--- src/rtl/alu_seq.sv ---
// rtl/alu_seq.sv - multi-cycle unsigned ALU with iterative multiply/divide and valid/ready handshakes
module alu_seq #(
    parameter int WIDTH = 16,
    parameter int CNT_W = $clog2(WIDTH + 1)
) (
    input  logic             clk,
    input  logic             rst_n,
    input  logic             in_valid,
    output logic             in_ready,
    input  logic [WIDTH-1:0] a,
    input  logic [WIDTH-1:0] b,
    input  logic [4:0]       func,
    output logic             out_valid,
    input  logic             out_ready,
    output logic [WIDTH-1:0] y,
    output logic [WIDTH-1:0] y_hi,
    output logic             zero,
    output logic             dbz,
    output logic             illegal
);

    localparam logic [4:0] F_ADD = 5'd0;
    localparam logic [4:0] F_SUB = 5'd1;
    localparam logic [4:0] F_MUL = 5'd2;
    localparam logic [4:0] F_DIV = 5'd3;
    localparam logic [4:0] F_MOD = 5'd4;
    localparam logic [CNT_W-1:0] LAST_ITER = CNT_W'(WIDTH - 1);

    typedef enum logic [1:0] {IDLE, BUSY, DONE} state_t;

    state_t           state;
    state_t           state_nx;
    logic [4:0]       func_r;
    logic [WIDTH-1:0] d_r;
    logic [WIDTH-1:0] p_hi;
    logic [WIDTH-1:0] p_lo;
    logic [CNT_W-1:0] cnt;
    logic             dbz_r;
    logic             ill_r;

    logic             accept;
    logic             iter_op;
    logic             last_iter;
    logic [WIDTH:0]   add_s;
    logic [WIDTH:0]   sub_s;
    logic [WIDTH:0]   mul_s;
    logic [WIDTH:0]   div_sh;
    logic [WIDTH:0]   div_diff;
    logic             div_ge;

    assign accept    = in_valid && (state == IDLE);
    assign iter_op   = (func == F_MUL) || (((func == F_DIV) || (func == F_MOD)) && (b != '0));
    assign last_iter = (cnt == LAST_ITER);

    // Single-cycle results (bit WIDTH is carry for ADD, borrow for SUB)
    assign add_s = {1'b0, a} + {1'b0, b};
    assign sub_s = {1'b0, a} - {1'b0, b};

    // Shift-add step: p_hi accumulates, p_lo shifts the multiplier out and the product low half in
    assign mul_s = {1'b0, p_hi} + {1'b0, (p_lo[0] ? d_r : {WIDTH{1'b0}})};

    // Restoring step: p_hi is the partial remainder, p_lo shifts the dividend out and quotient in
    assign div_sh   = {p_hi, p_lo[WIDTH-1]};
    assign div_diff = div_sh - {1'b0, d_r};
    assign div_ge   = ~div_diff[WIDTH];

    // State register
    always_ff @(posedge clk) begin
        if (!rst_n) state <= IDLE;
        else        state <= state_nx;
    end

    // Next-state logic
    always_comb begin
        state_nx = state;
        case (state)
            IDLE: if (accept) state_nx = iter_op ? BUSY : DONE;
            BUSY: if (last_iter) state_nx = DONE;
            DONE: if (out_ready) state_nx = IDLE;
            default: state_nx = IDLE;
        endcase
    end

    // Operand capture, iteration datapath and result/flag registers
    always_ff @(posedge clk) begin
        if (!rst_n) begin
            func_r <= '0;
            d_r    <= '0;
            p_hi   <= '0;
            p_lo   <= '0;
            cnt    <= '0;
            dbz_r  <= 1'b0;
            ill_r  <= 1'b0;
        end else begin
            case (state)
                IDLE: if (accept) begin
                    func_r <= func;
                    cnt    <= '0;
                    dbz_r  <= 1'b0;
                    ill_r  <= 1'b0;
                    case (func)
                        F_ADD: begin
                            p_lo <= add_s[WIDTH-1:0];
                            p_hi <= {{(WIDTH-1){1'b0}}, add_s[WIDTH]};
                        end
                        F_SUB: begin
                            p_lo <= sub_s[WIDTH-1:0];
                            p_hi <= {{(WIDTH-1){1'b0}}, sub_s[WIDTH]};
                        end
                        F_MUL: begin
                            p_hi <= '0;
                            p_lo <= b;
                            d_r  <= a;
                        end
                        F_DIV, F_MOD: begin
                            p_hi <= '0;
                            if (b == '0) begin
                                p_lo  <= '0;
                                dbz_r <= 1'b1;
                            end else begin
                                p_lo <= a;
                                d_r  <= b;
                            end
                        end
                        default: begin
                            p_hi  <= '0;
                            p_lo  <= '0;
                            ill_r <= 1'b1;
                        end
                    endcase
                end
                BUSY: begin
                    cnt <= cnt + CNT_W'(1);
                    if (func_r == F_MUL) begin
                        p_hi <= mul_s[WIDTH:1];
                        p_lo <= {mul_s[0], p_lo[WIDTH-1:1]};
                    end else begin
                        p_hi <= div_ge ? div_diff[WIDTH-1:0] : div_sh[WIDTH-1:0];
                        p_lo <= {p_lo[WIDTH-2:0], div_ge};
                    end
                end
                DONE: if (out_ready) begin
                    p_hi  <= '0;
                    p_lo  <= '0;
                    dbz_r <= 1'b0;
                    ill_r <= 1'b0;
                end
                default: ;
            endcase
        end
    end

    // Outputs are forced to zero outside DONE; MOD swaps quotient and remainder
    always_comb begin
        in_ready  = (state == IDLE);
        out_valid = (state == DONE);
        y         = '0;
        y_hi      = '0;
        dbz       = 1'b0;
        illegal   = 1'b0;
        if (state == DONE) begin
            y       = (func_r == F_MOD) ? p_hi : p_lo;
            y_hi    = (func_r == F_MOD) ? p_lo : p_hi;
            dbz     = dbz_r;
            illegal = ill_r;
        end
        zero = (state == DONE) && (y == '0);
    end

endmodule

--- config.mk ---
export PLATFORM = sky130hd
export DESIGN_NAME = alu_seq
export DESIGN_NICKNAME = d
export VERILOG_FILES = /design/src/rtl/alu_seq.sv
export SDC_FILE = /design/constraint.sdc
export NUM_CORES = 1
export LEC_CHECK = 0
export ABC_AREA = 1
export CAP_MARGIN = 20
export CORE_ASPECT_RATIO = 0.5
export CORE_MARGIN = 3
export CORE_UTILIZATION = 40
export DETAILED_ROUTE_END_ITERATION = 7
export SYNTH_ARGS = -nofsm -noshare
export SYNTH_HDL_FRONTEND = slang
export SYNTH_SLANG_ARGS = --single-unit
--- constraint.sdc ---
create_clock -name clk -period 2.65 [get_ports clk]
set_input_delay 0.3975 -clock clk [delete_from_list [all_inputs] [get_ports clk]]
set_output_delay 0.3975 -clock clk [all_outputs]
set_load 0.005 [all_outputs]
==> flow_summary_export.csv, run 1 <==
group,metric,value,unit
logic_synthesis,synth_area_per_cell,5.61,um^2
power_and_ir_drop,power.share.combinational,0.488,
logic_synthesis,synth-seq-cells,62,
power_and_ir_drop,power_frac_seq,0.229,
grt,antenna_found_initial,0,
logic_synthesis,ys_warn_count,0,
power_and_ir_drop,cellPowerDensity,442,nW/um^2
die,rows,35,
flow_run,maxCapViolCount,0,
timing,period_minus_slack,2590,ps
grt,grt_pass1_wl,51500,um
route,drt_iter0_markers,1146,
logic_synthesis,syn_inst,1432,
logic_synthesis,ys_seq_area_frac,0.154,
logic_synthesis,synth_top_flop_cell,"dfxtp_1",
timing,drv_slew,0,
timing,finalSetupViolations,0,
route,drc_errors,0,
die,die_h,106,um
layout,diodes,0,
cts,clk_path_buf_depth,2,
critical_path,worst_setup_path_end_kind,"output pin",
power_and_ir_drop,leakagePower,5.54,nW
logic_synthesis,ys_types,45,
place,portBuffers,77,
timing,tightestPinTransition,644,ps
cts,numCtsBuffers,9,
logic_synthesis,synthesis.nets,1548,
power_and_ir_drop,p_total,4.77,mW
cts,clk_latency,340,ps
min_path,whs_path_depth,2,
cts,hold_buffers,0,
power_and_ir_drop,vdd_ir_drop_max,0.000264,V
critical_path,rr_endpoint,"p_hi[10]",
layout,area_delta_synth_final,34.3,%
logic_synthesis,netlist_area,8040,um^2
power_and_ir_drop,internal_power,2.85,mW
cts,cts_tree,"yes",
critical_path,r2r_cells,17,
route,drtPass1Iterations,5,
critical_path,rrSetupSlack,150,ps
min_path,hp-class,"flip-flop to flip-flop",
route,detail_route.wl_per_cell,17.8,um
cts,cts_root_buf,"clkbuf_16",
grt,overflow,0,
critical_path,startpoint,"func_r[2]",
timing,fin_crit_sh,0.977,
critical_path,start_kind,"flip-flop",
place,placed_cell_area,10200,um^2
timing,slew_headroom,0.566,
route,drt_wl_total,34100,um
power_and_ir_drop,sw_frac_of_total,0.403,
critical_path,critical_path_arrival,2190,ps
grt,grt_max_degree,39,
die,design.core.area,19000,um^2
layout,final_area,10800,um^2
route,num_vias,10400,
grt,grt_pass1_vias,9530,
route,viasPerCell,5.41,
die,start_util,0.422,
timing,final_hold_viol_count,0,
timing,finalSetupTns,0,ps
place,place_congestion,0.952,
logic_synthesis,synth_edf_count,0,
logic_synthesis,synthTopCellsByArea,"nand2_1 18%, dfxtp_1 15%, ha_1 11%",
layout,fin_nets,1768,
critical_path,crit_required,2250,ps
power_and_ir_drop,netSwitchingPower,1.92,mW
die,dieWidth,206,um
cts,htreeDepth,3,
cts,clk_pin_slew_worst_paths,60,ps
min_path,min_to,"cnt[4]",
die,io_pins,78,
grt,grt_use_total,0.299,
logic_synthesis,synth_top_area_share,0.177,
run_status,outcome,"completed",
logic_synthesis,yosysTopAreaCell,"nand2_1",
route,ant_nets,0,
timing,finClkSkew,8.78,ps
die,die-area,21900,um^2
logic_synthesis,async_flop_share,0,
critical_path,worstPathMaxFanout,5,
cts,clock-sinks,62,
place,dp.final_hpwl,27700,um
power_and_ir_drop,clkPwrFrac,0.282,
timing,rsz0062_at_grt,"true",
critical_path,critPathKind,"flip-flop to output pin",
layout,drive_gt1_frac,0.151,
critical_path,r2r_start,"p_lo[15]",
timing,fmax,386,MHz
min_path,min_from,"cnt[4]",
[how the worst max path moves through the flow]
| stage | end | slack, ps | cells past startpoint |
|---|---|---|---|
| 6_report | zero | 60 | 11 |
| 5_1_grt | y_hi[12] | -6 | 9 |
| 4_1_cts | zero | -40 | 11 |
| 3_5_place_dp | p_lo[14] | -140 | 17 |
| 3_3_place_gp | zero | -180 | 10 |
| 2_1_floorplan | p_hi[13] | 430 | 14 |
[per-layer routing]
layer  track usage  wire length, um  part of all wire  vias to the layer above
met5             0                0                 0                        -
met4        0.0508              419             0.012                        0
met3        0.0431             3170             0.093                       27
met2         0.446            14300              0.42                      452
met1         0.456            16300              0.48                     4755
li1              -                -                 -                     5128
[sequential cells by signal (all words and copies together), names as in the netlist]
register / flops
p_hi: 16
func_r: 5
d_r: 16
state: 2
ill_r: 1
p_lo: 16
dbz_r: 1
cnt: 5
[power by group through the flow]
stage / clock (mW) / sequential (mW) / combinational (mW)
after CTS: 1.35 / 1.08 / 2.20
after global routing: 1.39 / 1.10 / 2.54
after floorplan: 0 / 1.07 / 1.24
after global placement: 0 / 1.10 / 2.15
final: 1.35 / 1.09 / 2.33
after detailed placement: 0 / 1.10 / 2.16
[Yosys cell counts (4+ instances only)]
| cell type | number |
|---|---|
| a21o_1 | 5 |
| a21oi_1 | 135 |
| a31oi_1 | 20 |
| and2_1 | 5 |
| buf_2 | 11 |
| clkbuf_1 | 31 |
| dfxtp_1 | 62 |
| fa_1 | 4 |
| ha_1 | 71 |
| inv_1 | 213 |
| inv_2 | 4 |
| nand2_1 | 379 |
| nand2_2 | 8 |
| nand3_1 | 137 |
| nand3b_1 | 5 |
| nand4_1 | 18 |
| nor2_1 | 100 |
| nor3_1 | 11 |
| nor4_1 | 4 |
| o21ai_0 | 134 |
| o21ai_1 | 19 |
| o21bai_1 | 5 |
| xnor2_1 | 6 |
| xor2_1 | 5 |
[critical path, stage by stage (launching register included)]
cell and delay [ps]:
dfxtp_1 320, inv_2 50, nor2_4 160, nand3_4 150, buf_6 170, o21ai_1 140
a21oi_1 90, nor4_2 330, buf_4 180, nand2_1 50, nor2_1 100, clkbuf_2 130
[logic make-up (layout without fill, tap and decap cells)]
family | Yosys count | after routing | synth area share
compound gates | 328 | 328 | 0.215
buf+inv | 274 | 498 | 0.135
simple gates | 682 | 683 | 0.364
fa+ha+maj | 75 | 75 | 0.121
flops | 62 | 62 | 0.154
xor+xnor | 11 | 11 | 0.0120
[through the flow]
stage               cells   util  worst slack (ps)  hold slack, ps
global route         1916  0.566             -6.12             493
detailed placement   1888  0.536              -138             460
CTS                  1905  0.556             -39.6             469
global placement     1888  0.536              -176             451
floorplan            1432      -               433             441
finish               1916  0.566              62.2             469
[final cells by class]
type | instances | area (um^2)
inverters | 222 | 843
well taps | 259 | 324
clock buffers | 13 | 270
multi-input cells | 1097 | 5820
repair buffers | 260 | 2220
fillers | 1974 | 8260
flip-flops and latches | 62 | 1250
clock inverters | 3 | 65.1
[timing repair]
| item | CTS | global route |
|---|---|---|
| setup endpoints to repair | 34 | 33 |
| cloned | 0 | 3 |
| resized for setup | 15 | 39 |
| pin swaps | 3 | 7 |
| buffers inserted | 1 | 8 |
[placed cells by master, fill, tap and decap left out, types with 6 or more instances in the layout]
cell type | Yosys | layout
a21oi_1 | 135 | 133
a31oi_1 | 20 | 20
buf_4 | 3 | 173
clkbuf_16 | 0 | 9
clkdlybuf4s50_1 | 0 | 65
dfxtp_1 | 62 | 58
dlymetal6s2s_1 | 0 | 10
ha_1 | 71 | 67
inv_1 | 213 | 211
inv_2 | 4 | 6
nand2_1 | 379 | 377
nand2_2 | 8 | 9
nand3_1 | 137 | 137
nand4_1 | 18 | 18
nor2_1 | 100 | 98
nor3_1 | 11 | 11
o21ai_0 | 134 | 127
o21ai_1 | 19 | 23
xnor2_1 | 6 | 6
No activity file was read; power rests on OpenSTA's default activity.
==> run 2: changes to the inputs <==
Settings changed: CAP_MARGIN 20 to 0, PLACE_DENSITY set to 0.69.
==> run 2 against run 1 <==
Utilization is 1.3 points lower. Critical path depth unchanged. Cell area shrank 2.3%. Combinational power is 6% lower. Sequential share of layout area up 0.23 points. Flip-flop and latch count unchanged. First-iteration DRC count is 17% lower.
==> flow_summary_export.csv, run 2 (same netlist as run 1, synthesis figures left out) <==
group,metric,value,unit
run_status,outcome,"completed",
route,drtPass1Iterations,7,
cts,htreeDepth,3,
cts,clock-sinks,62,
power_and_ir_drop,vdd_ir_drop_max,0.000350,V
timing,fmax,390,MHz
timing,finalSetupViolations,0,
critical_path,r2r_start,"p_lo[15]",
critical_path,crit_buf_inv,4,
cts,clk_path_buf_depth,2,
layout,area_delta_synth_final,31.2,%
die,die-area,21900,um^2
timing,finClkSkew,11.6,ps
critical_path,slowest_delay,300,ps
grt,grt_pass1_vias,9501,
grt,grt_use_total,0.287,
layout,nFillCells,1902,
grt,overflow,0,
layout,layout_commonest_cell,"nand2_1",
die,design.core.area,19000,um^2
critical_path,slowest_stage,"dfxtp_1",
timing,rsz0062_at_grt,"true",
route,drt_iter0_markers,951,
critical_path,worstPathMaxFanout,8,
place,place_congestion,0.998,
route,viasPerCell,5.38,
route,detail_route.wl_per_cell,16.9,um
cts,cts_tree,"yes",
cts,cts_root_buf,"clkbuf_16",
critical_path,startpoint,"func_r[2]",
critical_path,crit_chain,"inv_1, nor2_2, nand3_4, buf_4, o21ai_2, nand2_1, nor4_2, buf_4, nand2_1, nor2_1, clkbuf_2",
place,portBuffers,77,
layout,fin_nets,1750,
route,drt_wl_total,32100,um
min_path,min_from,"cnt[4]",
route,ant_nets,0,
cts,clk_latency,340,ps
die,io_pins,78,
critical_path,crit_required,2250,ps
timing,fin_crit_sh,0.968,
layout,diodes,0,
place,dp.final_hpwl,26600,um
timing,slew_headroom,0.586,
critical_path,crit_family,"simple AND/OR/NAND/NOR gates",
cts,hold_buffers,0,
critical_path,worst_setup_path_end_kind,"output pin",
critical_path,start_kind,"flip-flop",
power_and_ir_drop,leakagePower,5.26,nW
layout,final_core_util,0.553,
min_path,hp-class,"flip-flop to flip-flop",
timing,tightestPinTransition,614,ps
layout,reg_top3,"d_r (16), p_hi (16), p_lo (16)",
cts,clk_pin_slew_worst_paths,60,ps
cts,numCtsBuffers,9,
critical_path,critical_path_arrival,2170,ps
grt,grt_pass1_wl,50200,um
timing,period_minus_slack,2560,ps
route,drc_errors,0,
die,dieWidth,206,um
timing,drv_slew,0,
critical_path,critPathKind,"flip-flop to output pin",
flow_run,maxCapViolCount,0,
route,num_vias,10200,
power_and_ir_drop,cellPowerDensity,438,nW/um^2
timing,final_hold_viol_count,0,
power_and_ir_drop,p_total,4.62,mW
die,start_util,0.422,
layout,layout_common_cells,"379 x nand2_1, 213 x inv_1, 163 x buf_4",
grt,grt_max_degree,38,
layout,drive_gt1_frac,0.136,
die,die_h,106,um
die,rows,35,
grt,antenna_found_initial,0,
## run 2: area by class of cell
| class | instances | area [um^2] | area share |
|---|---|---|---|
| timing repair buffer | 243 | 2020 | 0.191 |
| clock buffer | 9 | 225 | 0.0214 |
| multi-input combinational | 1096 | 5790 | 0.549 |
| inverter | 222 | 840 | 0.0796 |
| sequential | 62 | 1240 | 0.118 |
| clock inverter | 7 | 104 | 0.00985 |
| tap | 259 | 324 | 0.0307 |
## run 2: worst register-to-register path, stage by stage (launching register included)
cell and delay (ps):
dfxtp_2 380, inv_1 80, ha_1 230, fa_2 410, inv_1 100, nand3_1 60, nand2_1 110, nand2_1 70
nand2_2 80, nand2_2 130, nand2_4 110, nand2_4 80, nand2_8 140, nand2_1 120, nand3_1 90, nand3_1 80
a21oi_1 130
## run 2: layer usage
metal,GRT usage,wire length (um)
met1,0.427,15500
met2,0.432,13300
met3,0.0425,2770
met4,0.0682,586
met5,0,0
## run 2: path summary, 6_finish.rpt
kind	endpoint	slack, ps	cells after the start
hold reg to reg	cnt[4]	470	2
setup / recovery	zero	90	11
setup reg to reg	p_hi[14]	180	16
hold / removal	cnt[4]	470	2
## run 2: timing repair
item / 4_1_cts / 5_1_grt
buffers inserted: 2 / 3
pin swaps: 1 / 4
gates cloned: 1 / 0
endpoints found under the setup margin: 15 / 20
resized for setup: 12 / 14
hold endpoints to repair: 0 / 0
## run 2: report_power, final
group          switching [mW]  total (mW)  internal, mW
clock                   0.497        1.33         0.837
sequential             0.0796        1.09          1.01
combinational            1.33        2.20         0.866
## run 2: stage by stage
| stage | cells | setup TNS [ps] | hold slack (ps) | instance area (um^2) | worst slack (ps) |
|---|---|---|---|---|---|
| 2_1_floorplan | 1432 | 0 | 441 | 8040 | 433 |
| 3_3_place_gp | 1876 | -358 | 452 | 10100 | -117 |
| 3_5_place_dp | 1876 | -660 | 462 | 10100 | -123 |
| 4_1_cts | 1895 | -31.6 | 471 | 10500 | -31.6 |
| 5_1_grt | 1898 | -7.61 | 488 | 10500 | -7.61 |
| 6_report | 1898 | 0 | 472 | 10500 | 85.1 |
==> run 3: changes to the inputs <==
Settings changed: CTS_CLUSTER_DIAMETER set to 30.
==> results of run 3 <==
The final DEF is identical to that of run 2; final timing and power are the same.
